## src/rtl/bullet_fire_scheduler.sv

```systemverilog
// ============================================================================
// bullet_fire_scheduler : arms the lowest free bullet slot on a fire press,
// applies a frame-counted cooldown and retires slots at the top row.
// Optional macro FIRE_AUTO_REPEAT_EN: a held button keeps firing.
// Revision: 1.0
// ============================================================================
`default_nettype none

module bullet_fire_scheduler #(
  parameter int N_BULLETS       = 4,
  parameter int Y_W             = 10,
  parameter int Y_TOP           = 66,
  parameter int COOLDOWN_FRAMES = 8,
  parameter int CNT_W           = 8
) (
  input  logic                     clk,
  input  logic                     rst,
  input  logic                     frame_tick,
  input  logic                     pbG,
  input  logic [N_BULLETS*Y_W-1:0] bulletPosY,
  output logic [N_BULLETS-1:0]     enb,
  output logic [N_BULLETS-1:0]     fire_pulse,
  output logic                     cooldown_busy
);

  typedef enum logic [0:0] {
    READY    = 1'b0,
    COOLDOWN = 1'b1
  } state_t;

  state_t               state_q, state_d;
  logic [CNT_W-1:0]     cnt_q, cnt_d;
  logic [N_BULLETS-1:0] enb_q, enb_d;
  logic [N_BULLETS-1:0] fire_q, fire_d;
  logic                 sync1_q, sync2_q, prev_btn_q;

  logic                 btn_s;
  logic                 press;
  logic                 trigger;
  logic [N_BULLETS-1:0] free_vec;
  logic [N_BULLETS-1:0] spawn_onehot;

  assign btn_s = sync2_q;
  assign press = prev_btn_q & ~btn_s;

`ifdef FIRE_AUTO_REPEAT_EN
  assign trigger = press | ~btn_s;
`else
  assign trigger = press;
`endif

  // Isolate the lowest zero of the registered enable vector.
  assign free_vec     = ~enb_q;
  assign spawn_onehot = free_vec & (~free_vec + N_BULLETS'(1));

  always_comb begin
    state_d = state_q;
    cnt_d   = cnt_q;
    enb_d   = enb_q;
    fire_d  = '0;

    for (int i = 0; i < N_BULLETS; i++) begin
      if (enb_q[i] && (bulletPosY[i*Y_W +: Y_W] == Y_W'(Y_TOP))) begin
        enb_d[i] = 1'b0;
      end
    end

    case (state_q)
      READY: begin
        if (trigger && (|free_vec)) begin
          enb_d  = enb_d | spawn_onehot;
          fire_d = spawn_onehot;
          if (COOLDOWN_FRAMES != 0) begin
            cnt_d   = CNT_W'(COOLDOWN_FRAMES);
            state_d = COOLDOWN;
          end
        end
      end
      COOLDOWN: begin
        if (frame_tick) begin
          if (cnt_q <= CNT_W'(1)) begin
            cnt_d   = '0;
            state_d = READY;
          end else begin
            cnt_d = cnt_q - CNT_W'(1);
          end
        end
      end
      default: begin
        state_d = READY;
        cnt_d   = '0;
      end
    endcase
  end

  always_ff @(posedge clk) begin
    if (rst) begin
      state_q    <= READY;
      cnt_q      <= '0;
      enb_q      <= '0;
      fire_q     <= '0;
      sync1_q    <= 1'b1;
      sync2_q    <= 1'b1;
      prev_btn_q <= 1'b1;
    end else begin
      state_q    <= state_d;
      cnt_q      <= cnt_d;
      enb_q      <= enb_d;
      fire_q     <= fire_d;
      sync1_q    <= pbG;
      sync2_q    <= sync1_q;
      prev_btn_q <= sync2_q;
    end
  end

  assign enb           = enb_q;
  assign fire_pulse    = fire_q;
  assign cooldown_busy = (state_q == COOLDOWN);

endmodule

`default_nettype wire

```

## config.mk

```make
export PLATFORM = sky130hd
export DESIGN_NAME = bullet_fire_scheduler
export DESIGN_NICKNAME = d
export VERILOG_FILES = /design/src/rtl/bullet_fire_scheduler.sv
export SDC_FILE = /design/constraint.sdc
export NUM_CORES = 1
export LEC_CHECK = 0
export ABC_AREA = 1
export BUFFER_PORTS_ARGS = -buffer_cell sky130_fd_sc_hd__buf_2
export CORE_ASPECT_RATIO = 1.5
export CORE_UTILIZATION = 45
export DETAILED_ROUTE_END_ITERATION = 10
export PLACE_DENSITY = 0.81
export SLEW_MARGIN = 15
export SYNTH_ARGS = -nofsm -noshare
export SYNTH_HDL_FRONTEND = slang
export SYNTH_SLANG_ARGS = --single-unit
```

## constraint.sdc

```tcl
create_clock -name clk -period 3.7 [get_ports clk]
set_input_delay 0.37 -clock clk [delete_from_list [all_inputs] [get_ports clk]]
set_output_delay 0.37 -clock clk [all_outputs]
set_load 0.02 [all_outputs]
```

==> out/results.tsv <==
metric	value	unit
path_class	reg -> out	
yosysTopAreaCell	dfxtp_1	
pin_count	53	
fin_nets	262	
rsz0062_at_grt	false	
clk_latency	0.31	ns
clk_pin_slew_worst_paths	0.12	ns
max_freq	0.7078	GHz
drive_gt1_share	33.49	%
synth-edff-count	0	
grt_pass1_vias	1157	
fin_crit_sh	38.18	%
antenna_found_initial	0	
yosys.area_share.simple	45.76	%
syn_avg_cell_area	6.733	sq um
vias	1199	
cts_resized	0	
ff_latch_area	400.4	sq um
worst_path_max_delay_cell	dfxtp_1	
syn_to_final_growth	31.36	%
wl_per_cell	10.41	um
hpwl	1.996	mm
fin_setup_tns	0	ns
min_period	1.413	ns
synth-main-ff-cell	dfxtp_1	
yosysTopAreaCellShare	37.17	%
htree_levels	1	
row_count	21	
synth-adder-area-share	2.323	%
seq_area_frac_synth	37.17	%
multiInputGateArea	598.1	sq um
fillers	226	
drv_cap	0	
synthXorXnorAreaFrac	0	%
synth_area_leaders	dfxtp_1 37%, nand2_1 13%, nor2_1 9.8%	
syn_area	0.001077	sq mm
die_y	61.93	um
clock_path_buffers	2	
num_antenna_cells	0	
grt_max_degree	14	
netlist_instances	160	
path_max_fanout	5	
slew_headroom	80.65	%
worst-path-buf-inv	1	
core_region_area	0.002260	sq mm
synth_common_cells	36 x nand2_1, 28 x nor2_1, 20 x dfxtp_1, 18 x inv_1, 11 x nand3_1	
yosysMostFrequentCell	nand2_1	
grt_usage	21.85	%
initial_utilization	47.67	%
worstHoldPathType	in -> reg	
synth_top_family_by_area	simple AND/OR/NAND/NOR gates	
dieArea	0.002598	sq mm
synth_nets	206	
start_kind	register	
yosys-mux-area-fraction	0	%
fin_skew	0.002052	ns
wirelength	2.477	mm
fin_util	62.62	%
final_cells	238	
ys_warn_count	0	
numCtsBuffers	3	
synth-compound-area-share	7.433	%
via_per_inst	5.038	
ant_nets	0	
async_flop_share	0	%
drt-pass1-iter-count	5	
cts_root_buf	clkbuf_4	
cts_setup_buffers	0	
globalplace.congestion	0.9326	
pwr_density_cell	341.5	mW/mm^2
cellLeakagePower	0.7427	nW
required	3.33	ns
drtIter0Drc	24	
worst_pin_slew	0.2898	ns
grt_pass1_wl	4.278	mm
tritoncts	yes	
gr-total-overflow	0	
setup_violations	0	
peakVddDrop	0.0002356	V
cpPeakStageDelay	0.51	ns
path_delay_family	flip-flops	
critPathArrivalTime	1.04	ns
cts.hold.buffers_added	0	
drc_errors	0	
portBuffers	52	
die_w	41.95	um
synth_seq_cells	20	
dp.cells	234	
path_cells	buf_2	
status	complete, no violations	
hold_violations	0	
netlist-cell-type-count	24	
endpoint_kind	output port	
clkSinkCount	20	
slew_viol_final	0	
metal layers:
layer	up-vias	track usage (%)	routed length, um
li1	622	-	-
met1	516	20.39	950
met2	52	42.86	1274
met3	9	4.335	160
met4	0	15.21	92
met5	-	0	0
placed cells by master (no fill, tap or decap):
master,n
nand4_2,1
or2_2,2
a21oi_1,9
nor2_2,3
ha_1,2
nand2_4,2
dfxtp_1,20
nor2_4,1
o21ai_0,4
nand2_1,36
nor4_1,3
nand3_1,11
clkbuf_4,3
nand4_1,3
o21bai_1,1
nor3_1,2
nor3b_1,3
inv_2,2
inv_1,18
nand3b_1,2
bufinv_16,1
nor3_2,1
buf_2,52
o211ai_1,1
nor2_1,28
nand2_2,4
where the power goes:
| part | total [mW] | leakage (nW) | switching (mW) | internal, mW |
|---|---|---|---|---|
| combinational | 0.0747 | 0.553 | 0.0403 | 0.0344 |
| clock | 0.183 | 0.0279 | 0.0730 | 0.110 |
| sequential | 0.226 | 0.162 | 0.00531 | 0.221 |
registers in the layout, indices dropped and copies added, names as in the netlist:
signal / count
cooldown_busy: 1
enb: 4
cnt_q: 8
sync1_q: 1
btn_s: 1
prev_btn_q: 1
fire_pulse: 4
kinds of logic after synthesis:
logic type | after synthesis
adder cells (fa/ha/maj) | 2
AND/OR/NAND/NOR | 102
buffers and inverters | 21
flip-flops | 20
AO/OA/AOI/OAI | 15
metrics by stage:
stage          setup slack (ns)  total power, mW  hold slack [ns]  cell area [sq um]
6_report                  2.287           0.4833           0.2318               1415
5_1_grt                   2.113           0.5046           0.2291               1415
4_1_cts                   2.266           0.4877           0.2233               1415
3_5_place_dp              2.328           0.3059           0.3976               1363
3_3_place_gp              2.356           0.3055           0.3937               1363
2_1_floorplan             2.436           0.2726           0.3895               1077
final timing paths:
path,cells past startpoint,slack [ns],to,start
worst max-delay path,1,2.29,cooldown_busy,cooldown_busy
worst min-delay path,2,0.23,sync1_q,pbG
worst min register to register,1,0.42,btn_s,sync1_q
worst max register to register,7,2.29,cnt_q[5],cnt_q[0]
final cells by class:
class                   count  share of cell area (%)
multi-input cells         119                   42.26
flip-flops and latches     20                   28.29
repair buffers             52                   18.39
inverters                  20                   5.305
clock inverters             1                   2.122
well taps                  23                   2.034
clock buffers               3                   1.592
(Power assumes the default switching activity.)
